[config.mk]
export PLATFORM = sky130hd
export DESIGN_NAME = video_tp_gen_axis
export DESIGN_NICKNAME = d
export VERILOG_FILES = /design/src/rtl/video_tp_gen_axis.sv
export SDC_FILE = /design/constraint.sdc
export NUM_CORES = 1
export LEC_CHECK = 0
export ABC_CLOCK_PERIOD_IN_PS = 9500
export CAP_MARGIN = 20
export CORE_MARGIN = 2
export CORE_UTILIZATION = 50
export DETAILED_ROUTE_END_ITERATION = 6
export GPL_ROUTABILITY_DRIVEN = 0
export GPL_TIMING_DRIVEN = 0
export PLACE_DENSITY = 0.72
export SLEW_MARGIN = 20
export SYNTH_ARGS = -nofsm -noshare
export SYNTH_HDL_FRONTEND = slang
export SYNTH_SLANG_ARGS = --single-unit
[constraint.sdc]
create_clock -name ACLK -period 9.5 [get_ports ACLK]
set_clock_uncertainty 0.05 [all_clocks]
set_input_delay 1.9 -clock ACLK [delete_from_list [all_inputs] [get_ports ACLK]]
set_output_delay 1.9 -clock ACLK [all_outputs]
set_load 0.05 [all_outputs]
[src/rtl/video_tp_gen_axis.sv]
// AXI4-Stream video test-pattern source: WxH frames with programmable
// H/V blanking, selectable pattern, SOF on TUSER, EOL on TLAST.
module video_tp_gen_axis #(
    parameter int DW  = 16,
    parameter int CW  = 12,
    parameter int BW  = 24,
    parameter int FCW = 8
) (
    input  logic            ACLK,
    input  logic            ARESET,
    input  logic            cfg_en_i,
    input  logic [2:0]      cfg_mode_i,
    input  logic [CW-1:0]   cfg_width_i,
    input  logic [CW-1:0]   cfg_height_i,
    input  logic [15:0]     cfg_hblank_i,
    input  logic [BW-1:0]   cfg_vblank_i,
    input  logic [FCW-1:0]  cfg_num_frames_i,
    output logic [DW-1:0]   m_axis_tdata,
    output logic [DW/8-1:0] m_axis_tkeep,
    output logic            m_axis_tvalid,
    input  logic            m_axis_tready,
    output logic            m_axis_tlast,
    output logic            m_axis_tuser,
    output logic [FCW-1:0]  frame_cnt_o,
    output logic [31:0]     stall_cnt_o,
    output logic            busy_o,
    output logic            done_o,
    output logic            cfg_err_o
);

    localparam logic [2:0] S_IDLE   = 3'd0;
    localparam logic [2:0] S_ACTIVE = 3'd1;
    localparam logic [2:0] S_HBLANK = 3'd2;
    localparam logic [2:0] S_VBLANK = 3'd3;
    localparam logic [2:0] S_DONE   = 3'd4;

    logic [2:0]     state_q, state_d;
    logic [CW-1:0]  x_q, x_d, y_q, y_d;
    logic [DW-1:0]  pix_q, pix_d;
    logic [CW-1:0]  bpos_q, bpos_d;
    logic [2:0]     bar_q, bar_d;
    logic [BW-1:0]  blank_q, blank_d;
    logic [FCW-1:0] frame_cnt_q, frame_cnt_d;
    logic [FCW-1:0] run_cnt_q, run_cnt_d;
    logic [31:0]    stall_q, stall_d;
    logic           done_q, done_d;
    logic           err_q, err_d;
    logic [2:0]     sh_mode_q, sh_mode_d;
    logic [CW-1:0]  sh_width_q, sh_width_d;
    logic [CW-1:0]  sh_height_q, sh_height_d;
    logic [15:0]    sh_hblank_q, sh_hblank_d;
    logic [BW-1:0]  sh_vblank_q, sh_vblank_d;
    logic [FCW-1:0] sh_nf_q, sh_nf_d;

    logic           tvalid, xfer, frame_end, start;
    logic [CW-1:0]  bar_w;
    logic [DW-1:0]  pattern;

    assign tvalid = (state_q == S_ACTIVE);
    assign xfer   = tvalid && m_axis_tready;
    assign bar_w  = sh_width_q >> 3;

    // Pattern value for the beat currently presented (x/y/pix/bar are frozen while stalled)
    always_comb begin
        pattern = '0;
        case (sh_mode_q)
            3'd1:    pattern[DW-1 -: 3] = bar_q;
            3'd2:    pattern = (x_q[3] ^ y_q[3]) ? '1 : '0;
            3'd3:    pattern = DW'(x_q);
            3'd4:    pattern = DW'(frame_cnt_q);
            default: pattern = pix_q;
        endcase
    end

    // Frame/line sequencing, blanking timers, pattern counters and status
    always_comb begin
        state_d     = state_q;
        x_d         = x_q;
        y_d         = y_q;
        pix_d       = pix_q;
        bpos_d      = bpos_q;
        bar_d       = bar_q;
        blank_d     = blank_q;
        frame_cnt_d = frame_cnt_q;
        run_cnt_d   = run_cnt_q;
        done_d      = 1'b0;
        err_d       = err_q;
        sh_mode_d   = sh_mode_q;
        sh_width_d  = sh_width_q;
        sh_height_d = sh_height_q;
        sh_hblank_d = sh_hblank_q;
        sh_vblank_d = sh_vblank_q;
        sh_nf_d     = sh_nf_q;
        frame_end   = 1'b0;
        start       = 1'b0;
        stall_d     = (tvalid && !m_axis_tready && stall_q != '1) ? stall_q + 32'd1 : stall_q;

        case (state_q)
            S_IDLE: begin
                if (cfg_en_i) begin
                    if (cfg_width_i == '0 || cfg_height_i == '0) begin
                        err_d = 1'b1;
                    end else begin
                        run_cnt_d = '0;
                        start     = 1'b1;
                    end
                end
            end
            S_ACTIVE: begin
                if (xfer) begin
                    pix_d = pix_q + DW'(1);
                    if (x_q == sh_width_q - CW'(1)) begin
                        x_d    = '0;
                        bpos_d = '0;
                        bar_d  = '0;
                        if (y_q == sh_height_q - CW'(1)) begin
                            y_d = '0;
                            if (sh_vblank_q == '0) begin
                                frame_end = 1'b1;
                            end else begin
                                state_d = S_VBLANK;
                                blank_d = '0;
                            end
                        end else begin
                            y_d = y_q + CW'(1);
                            if (sh_hblank_q != '0) begin
                                state_d = S_HBLANK;
                                blank_d = '0;
                            end
                        end
                    end else begin
                        x_d = x_q + CW'(1);
                        // Bar index advances every bar_w pixels and sticks at 7
                        if (bar_w != '0) begin
                            if (bpos_q == bar_w - CW'(1)) begin
                                bpos_d = '0;
                                if (bar_q != 3'd7) bar_d = bar_q + 3'd1;
                            end else begin
                                bpos_d = bpos_q + CW'(1);
                            end
                        end
                    end
                end
            end
            S_HBLANK: begin
                if (blank_q + BW'(1) == BW'(sh_hblank_q)) state_d = S_ACTIVE;
                else                                      blank_d = blank_q + BW'(1);
            end
            S_VBLANK: begin
                if (blank_q + BW'(1) == sh_vblank_q) frame_end = 1'b1;
                else                                 blank_d   = blank_q + BW'(1);
            end
            S_DONE: begin
                if (!cfg_en_i) state_d = S_IDLE;
            end
            default: state_d = S_IDLE;
        endcase

        // End of frame can come from VBLANK expiry or directly from the last beat when vblank==0
        if (frame_end) begin
            frame_cnt_d = frame_cnt_q + FCW'(1);
            run_cnt_d   = run_cnt_q + FCW'(1);
            if (sh_nf_q != '0 && run_cnt_q + FCW'(1) == sh_nf_q) begin
                state_d = S_DONE;
                done_d  = 1'b1;
            end else if (!cfg_en_i) begin
                state_d = S_IDLE;
            end else if (cfg_width_i == '0 || cfg_height_i == '0) begin
                err_d   = 1'b1;
                state_d = S_IDLE;
            end else begin
                start = 1'b1;
            end
        end

        if (start) begin
            sh_mode_d   = cfg_mode_i;
            sh_width_d  = cfg_width_i;
            sh_height_d = cfg_height_i;
            sh_hblank_d = cfg_hblank_i;
            sh_vblank_d = cfg_vblank_i;
            sh_nf_d     = cfg_num_frames_i;
            x_d         = '0;
            y_d         = '0;
            pix_d       = '0;
            bpos_d      = '0;
            bar_d       = '0;
            state_d     = S_ACTIVE;
        end
    end

    // State registers with asynchronous active-high reset
    always_ff @(posedge ACLK or posedge ARESET) begin
        if (ARESET) begin
            state_q     <= S_IDLE;
            x_q         <= '0;
            y_q         <= '0;
            pix_q       <= '0;
            bpos_q      <= '0;
            bar_q       <= '0;
            blank_q     <= '0;
            frame_cnt_q <= '0;
            run_cnt_q   <= '0;
            stall_q     <= '0;
            done_q      <= 1'b0;
            err_q       <= 1'b0;
            sh_mode_q   <= '0;
            sh_width_q  <= '0;
            sh_height_q <= '0;
            sh_hblank_q <= '0;
            sh_vblank_q <= '0;
            sh_nf_q     <= '0;
        end else begin
            state_q     <= state_d;
            x_q         <= x_d;
            y_q         <= y_d;
            pix_q       <= pix_d;
            bpos_q      <= bpos_d;
            bar_q       <= bar_d;
            blank_q     <= blank_d;
            frame_cnt_q <= frame_cnt_d;
            run_cnt_q   <= run_cnt_d;
            stall_q     <= stall_d;
            done_q      <= done_d;
            err_q       <= err_d;
            sh_mode_q   <= sh_mode_d;
            sh_width_q  <= sh_width_d;
            sh_height_q <= sh_height_d;
            sh_hblank_q <= sh_hblank_d;
            sh_vblank_q <= sh_vblank_d;
            sh_nf_q     <= sh_nf_d;
        end
    end

    assign m_axis_tvalid = tvalid;
    assign m_axis_tdata  = tvalid ? pattern : '0;
    assign m_axis_tkeep  = '1;
    assign m_axis_tlast  = tvalid && (x_q == sh_width_q - CW'(1));
    assign m_axis_tuser  = tvalid && (x_q == '0) && (y_q == '0);
    assign frame_cnt_o   = frame_cnt_q;
    assign stall_cnt_o   = stall_q;
    assign busy_o        = (state_q != S_IDLE) && (state_q != S_DONE);
    assign done_o        = done_q;
    assign cfg_err_o     = err_q;

endmodule

==> results of run 1 <==
==> area by class of cell <==
class | count | share of cell area
Multi-Input combinational cell | 1124 | 0.4673
Tap cell | 335 | 0.02641
Buffer | 83 | 0.02396
Sequential cell | 207 | 0.3263
Clock buffer | 30 | 0.04178
Timing Repair Buffer | 142 | 0.09176
Clock inverter | 13 | 0.01159
Inverter | 44 | 0.01088
==> power groups by stage <==
stage / sequential (mW) / combinational, mW / clock, mW
after floorplan: 1.43 / 1.92 / 0
after global placement: 1.51 / 2.55 / 0
after detailed placement: 1.51 / 2.60 / 0
after CTS: 1.50 / 2.62 / 1.01
after global routing: 1.55 / 2.89 / 1.05
final: 1.51 / 2.66 / 1.00
==> state kept, by name (all words and copies together) (netlist names) <==
name / flops
sh_mode_q: 3
state_q: 3
sh_vblank_q: 24
run_cnt_q: 8
sh_hblank_q: 16
sh_width_q: 12
x_q: 12
sh_nf_q: 8
y_q: 12
done_o: 1
bar_q: 3
stall_cnt_o: 32
cfg_err_o: 1
sh_height_q: 12
bpos_q: 12
pix_q: 16
blank_q: 24
frame_cnt_o: 8
==> through the flow <==
| step | instance area [um^2] | hold WS [ps] |
|---|---|---|
| final | 15870 | 442.1 |
| after global placement | 14960 | 425.8 |
| after global routing | 15870 | 457.0 |
| after CTS | 15870 | 443.7 |
| after detailed placement | 15020 | 428.7 |
| after floorplan | 13140 | 451.0 |
==> layer usage <==
| layer | up-vias | share of wire | GRT usage |
|---|---|---|---|
| li1 | 5632 | - | - |
| met1 | 5895 | 0.41 | 0.3616 |
| met2 | 539 | 0.47 | 0.4534 |
| met3 | 127 | 0.079 | 0.05386 |
| met4 | 0 | 0.043 | 0.1051 |
| met5 | - | 0 | 0 |
==> cell families (layout without fill, tap and decap cells) <==
kind of cell    Yosys count  in the layout  share of synthesized area
flops                   207            207                     0.3943
mux                      76             76                    0.06419
simple gates            605            605                     0.2448
xor+xnor                147            147                     0.1025
fa+ha+maj                15             15                    0.01429
other cells               1              2                  0.0002854
compound gates          279            279                     0.1382
buf+inv                 127            312                    0.04152
==> worst max path at each step <==
stage	to	slack (ps)	cells past startpoint
after floorplan	bar_q[0]$_DFFE_PP0P_	1900	1
after global placement	sh_hblank_q[11]$_DFFE_PP0P_	-970	2
after detailed placement	m_axis_tlast	3970	9
after CTS	m_axis_tlast	3400	9
after global routing	m_axis_tlast	3240	8
final	m_axis_tlast	3390	9
==> cell usage in the layout (no fill, tap or decap), types with 10 or more instances in the layout <==
cell type	count
nand3b_1	13
nand2_1	132
nor2b_1	15
dfrtp_1	207
a21o_1	14
or4_1	12
nand2b_1	17
a211oi_1	12
nor2_1	112
nor3_1	44
nand4_1	44
mux2i_1	10
a21oi_1	53
ha_1	15
clkdlybuf4s50_1	140
o22ai_1	13
and2_1	11
o21ai_0	85
nand3_1	68
and3_1	34
inv_1	43
or3_1	22
a31oi_1	12
nor3b_1	10
clkbuf_16	24
and4_1	11
a221oi_1	11
xnor2_1	85
nor4_1	38
buf_2	25
clkbuf_1	52
mux2_2	64
xor2_1	58
==> results.txt, run 1 <==
----------------------------------------------------
[Power]
  Net Switching ... 2.390 mW
  Fraction of power spent switching nets ... 0.4621
  Total leakage power ... 6.606 nW
  Portion of total power attributed to sequential cells ... 0.293
  Peak supply drop ... 0.5006 mV
  Final Total Pwr ... 5.172 mW
  Internal power summed over all cells ... 2.782 mW
  Fraction of power consumed by the clock network ... 0.193
  PD cells ... 325.9 nW/um^2
  Power share of the combinational group ... 0.514

[Synth]
  Mean instance size in the synthesized netlist ... 9.017 um^2
  Distinct cell type count after synthesis ... 79
  Synth Flop Type ... dfrtp_1
  Cells after Synth ... 1,457
  Top post-synthesis cells by area ... dfrtp_1 (39%), xnor2_1 (5.7%), mux2_2 (5.5%)
  Dominant cell type by area after synthesis ... dfrtp_1
  Number of enable-type register cells in the synthesized netlist ... 0
  Flip-flop and latch count after synthesis ... 207
  Top post-synthesis cells by count ... dfrtp_1 (207), nand2_1 (132), nor2_1 (112), o21ai_0 (85), xnor2_1 (85)
  Post-synth ARST share ... 1.000
  Seq/Total Area, Yosys ... 0.3943
  Synth warnings ... 0
  Fraction of synthesized cell area taken by the top area cell type ... 0.3943
  Post-synthesis instance area ... 13,140 um^2
  Top-count cell post-synth ... dfrtp_1

[Layout]
  Fin nets ... 1,720
  Area delta synth->final ... 20.82%
  Filler Cells Inserted ... 2,183
  Area occupied by registers ... 5180 um^2
  Final cell count without fillers ... 1,978
  Fraction of final layout cells sized beyond drive strength 1 ... 0.09799
  Antenna fix cells ... 0
  Footprint of the multi-input gates ... 7417 um^2
  Utilization after layout ... 0.6126

[Timing]
  Tightest slew margin relative to the limit ... 0.4010
  Final min period ... 6109 ps
  Hold Vio Cnt, Final ... 0
  Unrepaired setup endpoints after global routing ... false
  Slew @ Worst Pin ... 886.0 ps
  Highest clock frequency the design can meet ... 163.7 MHz
  Period utilization ... 0.6430
  Count of endpoints failing setup in the final report ... 0
  Worst setup margin ... 3391 ps
  Sum of negative setup slack ... 0 ps
  Final-report max-slew violation count ... 0

[Routing]
  Antenna Violating Nets Remaining ... 0
  Aggregate routed wire length ... 38,470 um
  DRC violation count after routing ... 3
  TritonRoute pass-1 iters ... 7
  Violation count after the first detailed-routing iteration ... 1,002
  DR WL/cell ... 19.45 um
  Via count of the routed design ... 12,190
  Number of vias per cell ... 6.164

[Critical path]
  R2R Setup Slk ... 4790 ps
  Endpoint of the lowest-slack register-to-register path ... blank_q[2]$_DFFE_PP0P_
  Buffers and inverters on the worst path ... 2
  Data arrival at the endpoint of the critical path ... 4160 ps
  Worst path most repeated cell ... nor2_1
  Critical path origin ... sh_width_q[3]$_DFFE_PP0P_
  Critical path's slowest cell ... clkdlybuf4s50_1
  Critical path required time ... 7550 ps
  Top fanout value on the critical path ... 6
  Setup Crit Path Kind ... reg2out
  Crit end category ... output pin
  Delay of the slowest cell on the worst path ... 830 ps
  Launch point of the worst reg-to-reg path ... blank_q[14]$_DFFE_PP0P_
  Kind of start point of the critical path ... flop
  Path depth of the worst reg2reg path ... 10
  Cell breakdown of the critical path ... inv_1 > ha_1 > nor3b_1 > nand2_1 > o311ai_1 > nor2_1 > or4_1 > nor2_1 > clkdlybuf4s50_1
  Top delay family on crit path ... simple AND/OR/NAND/NOR gates

[Clock tree]
  Cell at the root of the clock tree ... clkbuf_16
  Clock-pin slew on the worst setup and hold paths ... 60 ps
  Depth of the CTS H-tree ... 1
  Cts bufs inserted ... 24
  Number of buffers inserted to repair setup after CTS ... 0
  Post_cts resized ... 0
  Clk sink count ... 207
  Number of buffers between clock root and the deepest sink ... 3
  Clock tree from TritonCTS ... built
  Latest clock arrival within the worst-skew pair ... 540 ps
  CTS Hold Buffers Added ... 0

[Placed design]
  Hpwl dp ... 28,290 um
  Port buffer count ... 140
  Inst Count DP ... 1,935
  Worst slack at placement ... 3975 ps

[Die]
  Die Span Y ... 166.1 um
  Core region area ... 25,910 um^2
  Die W ... 166.1 um
  Starting Density ... 0.5070
  Number of top-level pins ... 143
  Overall die area ... 27,590 um^2
  Row count ... 59

[Run]
  Number of maximum-capacitance constraint violations ... 0

[Global routing]
  Antenna violations before repair ... 0
  Maximum number of pins on one net before global-route repair ... 72
  First-pass GRT wire length ... 62,310 um
  Via count of the first global-routing pass ... 11,790
  Overall global routing resource usage ... 0.2756
  GR Overflow Total ... 0

[Worst hold path]
  Cell depth of the worst min-delay path ... 1
  Start point of the worst min-delay path ... stall_cnt_o[19]$_DFFE_PP0P_
  Path type of the worst min-delay path ... reg2reg
  Destination of the worst hold path ... stall_cnt_o[19]$_DFFE_PP0P_

[Run status]
  Violations in the final reports ... design-rule violations
  Run status ... finished with violations

----------------------------------------------------
Note: power is estimated with default switching activity, not from simulation.
==> inputs of run 2 (changes only) <==
--- a/config.mk
+++ b/config.mk
@@ -5,14 +5,14 @@
 export SDC_FILE = /design/constraint.sdc
 export NUM_CORES = 1
 export LEC_CHECK = 0
-export ABC_CLOCK_PERIOD_IN_PS = 9500
+export ABC_CLOCK_PERIOD_IN_PS = 5500
 export CAP_MARGIN = 20
 export CORE_MARGIN = 2
 export CORE_UTILIZATION = 50
 export DETAILED_ROUTE_END_ITERATION = 6
 export GPL_ROUTABILITY_DRIVEN = 0
 export GPL_TIMING_DRIVEN = 0
-export PLACE_DENSITY = 0.72
+export PLACE_DENSITY = 0.75
 export SLEW_MARGIN = 20
 export SYNTH_ARGS = -nofsm -noshare
 export SYNTH_HDL_FRONTEND = slang
==> constraint.sdc (replaced) <==
create_clock -name ACLK -period 5.5 [get_ports ACLK]
set_clock_uncertainty 0.05 [all_clocks]
set_input_delay 1.1 -clock ACLK [delete_from_list [all_inputs] [get_ports ACLK]]
set_output_delay 1.1 -clock ACLK [all_outputs]
set_load 0.05 [all_outputs]
==> run 2 against run 1 <==
Against the previous run: the run still ends with design-rule violations left; design area decreased by 0.36%; first-iteration DRC count decreased by 7.8%; worst setup slack got worse by 3300 ps; critical path depth unchanged; highest routed layer unchanged.
==> results.txt, run 2 (synthesis results as in run 1) <==
----------------------------------------------------
[Worst hold path]
  Path type of the worst min-delay path ... reg2reg
  Destination of the worst hold path ... stall_cnt_o[7]$_DFFE_PP0P_
  Start point of the worst min-delay path ... stall_cnt_o[7]$_DFFE_PP0P_
  Cell depth of the worst min-delay path ... 1 (unchanged)

[Global routing]
  Met3 track utilization from global routing ... 0.05744 (+0.003575)
  Global Route met2 Usage ... 0.4550 (+0.001624)
  Most used routing layer ... met2
  Overall global routing resource usage ... 0.2784 (+0.002777)
  GR Overflow Total ... 0 (unchanged)
  Via count of the first global-routing pass ... 12,030 (+2.1%)
  Maximum number of pins on one net before global-route repair ... 34 (-53%)
  Antenna violations before repair ... 0 (unchanged)
  GR met1 Demand/Resource ... 0.3596 (-0.001930)
  First-pass GRT wire length ... 63,060 um (+1.2%)

[Timing]
  Final-report max-slew violation count ... 0 (unchanged)
  Unrepaired setup endpoints after global routing ... false
  Highest clock frequency the design can meet ... 186.1 MHz
  Worst setup margin ... 126.5 ps (-3265 ps)
  Period utilization ... 0.9770
  Slew @ Worst Pin ... 1127 ps (+241.2 ps)
  Hold Vio Cnt, Final ... 0 (unchanged)
  Final min period ... 5374 ps
  Tightest slew margin relative to the limit ... 0.2291 (-0.1719)
  Sum of negative setup slack ... 0 ps (unchanged)
  Count of endpoints failing setup in the final report ... 0 (unchanged)

[Placed design]
  Hpwl dp ... 28,900 um (+2.2%)
  Port buffer count ... 140 (unchanged)
  Worst slack at placement ... 787.4 ps (-3187 ps)

[Power]
  Internal power summed over all cells ... 4.602 mW (+65%)
  Portion of total power attributed to sequential cells ... 0.301 (+0.008)
  Power share of the combinational group ... 0.528 (+0.014)
  Peak supply drop ... 0.8092 mV (+62%)
  Fraction of power consumed by the clock network ... 0.171 (-0.022)
  Net Switching ... 4.107 mW (+72%)
  PD cells ... 550.6 nW/um^2 (+69%)
  Total leakage power ... 6.568 nW (-0.58%)
  Fraction of power spent switching nets ... 0.4716 (+0.009542)

[Clock tree]
  Clock-pin slew on the worst setup and hold paths ... 60 ps (about the same)
  Cts bufs inserted ... 24 (unchanged)
  Clk sink count ... 207 (unchanged)
  Latest clock arrival within the worst-skew pair ... 540 ps (about the same)
  Post_cts resized ... 0 (unchanged)
  Number of buffers inserted to repair setup after CTS ... 0 (unchanged)
  Depth of the CTS H-tree ... 1 (unchanged)
  Clock tree from TritonCTS ... built
  CTS Hold Buffers Added ... 0 (unchanged)
  Number of buffers between clock root and the deepest sink ... 3 (unchanged)
  Cell at the root of the clock tree ... clkbuf_16

[Die]
  Overall die area ... 27,590 um^2 (unchanged)
  Number of top-level pins ... 143 (unchanged)
  Row count ... 59 (unchanged)
  Die W ... 166.1 um (unchanged)
  Starting Density ... 0.5070 (unchanged)
  Core region area ... 25,910 um^2 (unchanged)
  Die Span Y ... 166.1 um (unchanged)

[Routing]
  Violation count after the first detailed-routing iteration ... 924 (-7.8%)
  Number of vias per cell ... 6.141 (-0.37%)
  Via count of the routed design ... 12,170 (-0.22%)
  DR WL/cell ... 19.56 um (+0.58%)
  Aggregate routed wire length ... 38,750 um (+0.73%)
  DRC violation count after routing ... 8 (+5)
  Antenna Violating Nets Remaining ... 0 (unchanged)
  TritonRoute pass-1 iters ... 7 (unchanged)

[Critical path]
  Setup Crit Path Kind ... reg2out
  Path depth of the worst reg2reg path ... 13 (+3)
  Crit end category ... output pin
  Kind of start point of the critical path ... flop
  Endpoint of the lowest-slack register-to-register path ... blank_q[0]$_DFFE_PP0P_
  Data arrival at the endpoint of the critical path ... 4220 ps (+60 ps)
  Top fanout value on the critical path ... 6 (unchanged)
  Critical path required time ... 4350 ps (-3200 ps)
  R2R Setup Slk ... 460 ps (-4330 ps)
  Launch point of the worst reg-to-reg path ... blank_q[1]$_DFFE_PP0P_

[Layout]
  Filler Cells Inserted ... 2,251 (+3.1%)
  Area occupied by registers ... 5180 um^2 (unchanged)
  Area delta synth->final ... 20.38%
  Most common cell after layout, fill and taps aside ... dfrtp_1
  Fraction of final layout cells sized beyond drive strength 1 ... 0.09721 (-0.0007861)
  Highest-count cells in the layout ignoring fill and taps ... dfrtp_1 (207), clkdlybuf4s50_1 (140), nand2_1 (132), nor2_1 (112)
  Footprint of the multi-input gates ... 7416 um^2 (about the same)
  Max reg flops ... 32 (unchanged)
  Fin nets ... 1,724 (+0.23%)
  Antenna fix cells ... 0 (unchanged)

[Run status]
  Run status ... finished with violations
  Violations in the final reports ... design-rule violations

[Run]
  Number of maximum-capacitance constraint violations ... 0 (unchanged)

----------------------------------------------------
[run 2: final cells by class]
| type | instances | area share |
|---|---|---|
| plain buffers | 83 | 0.02405 |
| clock buffers | 32 | 0.04114 |
| clock inverters | 10 | 0.004509 |
| inverters | 44 | 0.01068 |
| multi-input cells | 1124 | 0.4689 |
| flip-flops and latches | 207 | 0.3275 |
| well taps | 335 | 0.02650 |
| repair buffers | 146 | 0.09668 |
[run 2: power by group through the flow]
stage	Sequential (mW)	Clock [mW]	Combinational, mW
finish	2.62	1.49	4.60
global route	2.68	1.59	4.97
CTS	2.60	1.52	4.52
detailed placement	2.61	0	4.49
global placement	2.60	0	4.40
floorplan	2.47	0	3.32
[run 2: critical path: stages, from the launching register on]
cell             delay, ps
dfrtp_1                460
inv_1                  140
ha_1                   260
nor3b_1                600
nand2_1                150
nor4_1                 320
nor2_1                 190
or4_1                  530
nor2_1                 190
clkdlybuf4s50_1        840
[run 2: routing by layer]
| metal | vias to the layer above | share of wire |
|---|---|---|
| met4 | 0 | 0.048 |
| met5 | - | 0 |
| met1 | 5845 | 0.41 |
| met2 | 535 | 0.47 |
| li1 | 5643 | - |
| met3 | 143 | 0.079 |
[run 2: how the worst max path moves through the flow]
| stage | endpoint | slack [ps] | start | depth (start not counted) |
|---|---|---|---|---|
| floorplan | m_axis_tlast | 1450 | sh_width_q[3]$_DFFE_PP0P_ | 6 |
| global placement | stall_cnt_o[14]$_DFFE_PP0P_ | -40 | ARESET | 2 |
| detailed placement | m_axis_tlast | 790 | sh_width_q[3]$_DFFE_PP0P_ | 8 |
| CTS | m_axis_tlast | 210 | sh_width_q[3]$_DFFE_PP0P_ | 8 |
| global route | m_axis_tlast | 60 | sh_width_q[2]$_DFFE_PP0P_ | 7 |
| finish | m_axis_tlast | 130 | sh_width_q[3]$_DFFE_PP0P_ | 9 |
[run 2: stage by stage]
step	std cells	hold WS [ps]	util	power [mW]	cell area (um^2)
2_1_floorplan	1458	451.0	-	5.789	13150
3_5_place_dp	1939	431.0	0.5825	7.108	15090
6_report	1981	438.0	0.6104	8.708	15820
4_1_cts	1981	443.9	0.6104	8.639	15820
5_1_grt	1981	448.8	0.6104	9.237	15820
3_3_place_gp	1933	426.0	0.5776	7.000	14970
==> inputs of run 3 (changes only) <==
--- a/config.mk
+++ b/config.mk
@@ -13,7 +13,7 @@
 export GPL_ROUTABILITY_DRIVEN = 0
 export GPL_TIMING_DRIVEN = 0
 export PLACE_DENSITY = 0.75
-export SLEW_MARGIN = 20
+export SLEW_MARGIN = 10
 export SYNTH_ARGS = -nofsm -noshare
 export SYNTH_HDL_FRONTEND = slang
 export SYNTH_SLANG_ARGS = --single-unit
==> run 3 against run 2 <==
Against the previous run: the flow now finishes without violations; routed wire length is 0.32% higher; design area is 1.3% higher; cell count is 0.20% higher; combinational power hardly changed; worst setup slack better by 56 ps; register-to-register slack better by 130 ps; flip-flop and latch count stayed put; core utilization is 0.76 points higher; highest routed layer unchanged; largest power group unchanged; via count hardly changed; clock power is 24% higher; total power is 4.2% higher.
==> results.txt, run 3 (synthesis results as in run 1) <==
----------------------------------------------------
[Run status]
  Run status ... complete, no violations

[Global routing]
  Via count of the first global-routing pass ... 12,090 (+0.48%)
  Overall global routing resource usage ... 0.2794 (+0.001068)
  Maximum number of pins on one net before global-route repair ... 37 (+8.8%)
  GR Overflow Total ... 0 (unchanged)
  Antenna violations before repair ... 0 (unchanged)
  First-pass GRT wire length ... 63,480 um (+0.67%)

[Clock tree]
  Post_cts resized ... 0 (unchanged)
  Clock tree from TritonCTS ... built
  Cts bufs inserted ... 25 (+4.2%)
  Clk sink count ... 207 (unchanged)
  Number of buffers inserted to repair setup after CTS ... 0 (unchanged)
  Number of buffers between clock root and the deepest sink ... 3 (unchanged)
  CTS Hold Buffers Added ... 0 (unchanged)
  Clock-pin slew on the worst setup and hold paths ... 60 ps (about the same)
  Latest clock arrival within the worst-skew pair ... 540 ps (about the same)
  Cell at the root of the clock tree ... clkbuf_16
  Depth of the CTS H-tree ... 1 (unchanged)

[Routing]
  Violation count after the first detailed-routing iteration ... 1,004 (+8.7%)
  Antenna Violating Nets Remaining ... 0 (unchanged)
  TritonRoute pass-1 iters ... 5 (-2)
  DR WL/cell ... 19.59 um (+0.12%)
  Via count of the routed design ... 12,170 (+0.058%)
  DRC violation count after routing ... 0 (-8)
  Number of vias per cell ... 6.132 (-0.14%)
  Aggregate routed wire length ... 38,880 um (+0.32%)

[Die]
  Die Span Y ... 166.1 um (unchanged)
  Overall die area ... 27,590 um^2 (unchanged)
  Starting Density ... 0.5070 (unchanged)
  Number of top-level pins ... 143 (unchanged)
  Core region area ... 25,910 um^2 (unchanged)
  Row count ... 59 (unchanged)
  Die W ... 166.1 um (unchanged)

[Layout]
  Filler Cells Inserted ... 2,188 (-2.8%)
  Area delta synth->final ... 21.89%
  Max reg flops ... 32 (unchanged)
  Fin nets ... 1,725 (+0.058%)
  Final cell count without fillers ... 1,985 (+0.20%)
  Final instance area ... 16,010 um^2 (+1.3%)
  Fraction of final layout cells sized beyond drive strength 1 ... 0.1018 (+0.004613)
  Most common cell after layout, fill and taps aside ... dfrtp_1
  Highest-count cells in the layout ignoring fill and taps ... dfrtp_1 (207), clkdlybuf4s50_1 (140), nand2_1 (132), nor2_1 (112)
  Utilization after layout ... 0.6180 (+0.007629)
  Antenna fix cells ... 0 (unchanged)

[Timing]
  Tightest slew margin relative to the limit ... 0.2250 (-0.004094)
  Highest clock frequency the design can meet ... 188.1 MHz (+1.1%)
  Worst setup margin ... 182.9 ps (+56.40 ps)
  Slew @ Worst Pin ... 1133 ps (+5.987 ps)
  Hold Vio Cnt, Final ... 0 (unchanged)
  Sum of negative setup slack ... 0 ps (unchanged)
  Unrepaired setup endpoints after global routing ... false
  Final-report max-slew violation count ... 0 (unchanged)
  Count of endpoints failing setup in the final report ... 0 (unchanged)
  Period utilization ... 0.9668 (-0.01025)
  Final min period ... 5317 ps (-56.40 ps)
  Post-route worst hold slack ... 438.7 ps (+0.7070 ps)

[Power]
  Peak supply drop ... 0.8236 mV (+1.8%)
  PD cells ... 566.5 nW/um^2 (+2.9%)
  Final Total Pwr ... 9.072 mW (+4.2%)
  Total leakage power ... 6.665 nW (+1.5%)

[Critical path]
  Critical path's slowest cell ... clkdlybuf4s50_1
  Delay of the slowest cell on the worst path ... 830 ps (about the same)
  Critical path required time ... 4350 ps (about the same)
  Top delay family on crit path ... simple AND/OR/NAND/NOR gates
  Worst path most repeated cell ... nor2_1
  Top fanout value on the critical path ... 6 (unchanged)
  Crit end category ... output pin
  Buffers and inverters on the worst path ... 2 (unchanged)
  Kind of start point of the critical path ... flop
  Setup Crit Path Kind ... reg2out
  Data arrival at the endpoint of the critical path ... 4170 ps (-50 ps)
  Cell breakdown of the critical path ... inv_1 > ha_1 > nor3b_1 > nand2_1 > nor4_1 > nor2_1 > or4_1 > nor2_1 > clkdlybuf4s50_1

[Worst hold path]
  Path type of the worst min-delay path ... reg2reg

[Run]
  Number of maximum-capacitance constraint violations ... 0 (unchanged)

[Placed design]
  Port buffer count ... 140 (unchanged)
  Inst Count DP ... 1,939 (unchanged)
  Cell area after placement ... 15,090 um^2 (about the same)
  Worst slack at placement ... 820.7 ps (+33.30 ps)
  Hpwl dp ... 28,920 um (about the same)

----------------------------------------------------
run 3: layer usage:
metal,track usage,wire [um],up-vias
met5,0,0,-
met4,0.1161,1702,0
met3,0.05529,2961,137
met2,0.4629,18280,558
met1,0.3594,15940,5831
li1,-,-,5647
run 3: report_power, final:
| group | switching [mW] | leakage (nW) | internal (mW) | total [mW] |
|---|---|---|---|---|
| logic | 2.83 | 3.66 | 1.78 | 4.61 |
| registers | 0.627 | 2.55 | 1.99 | 2.62 |
| clock network | 0.680 | 0.457 | 1.17 | 1.85 |
run 3: worst paths after layout:
check / from / end / slack, ps / cells after the start
min reg2reg: stall_cnt_o[7]$_DFFE_PP0P_ / stall_cnt_o[7]$_DFFE_PP0P_ / 440 / 1
max in group asynchronous: ARESET / stall_cnt_o[12]$_DFFE_PP0P_ / 3320 / 6
max reg2reg: blank_q[12]$_DFFE_PP0P_ / blank_q[6]$_DFFE_PP0P_ / 590 / 10
min in group asynchronous: ARESET / blank_q[13]$_DFFE_PP0P_ / 850 / 2
max: sh_width_q[3]$_DFFE_PP0P_ / m_axis_tlast / 180 / 9
min: stall_cnt_o[7]$_DFFE_PP0P_ / stall_cnt_o[7]$_DFFE_PP0P_ / 440 / 1
run 3: final cells by class:
| type | count | area, um^2 | area share |
|---|---|---|---|
| plain buffers | 83 | 380.4 | 0.02375 |
| well taps | 335 | 419.2 | 0.02618 |
| clock buffers | 31 | 688.2 | 0.04298 |
| inverters | 44 | 168.9 | 0.01055 |
| multi-input cells | 1124 | 7416 | 0.4631 |
| flip-flops and latches | 207 | 5180 | 0.3235 |
| clock inverters | 15 | 239.0 | 0.01492 |
| repair buffers | 146 | 1521 | 0.09501 |
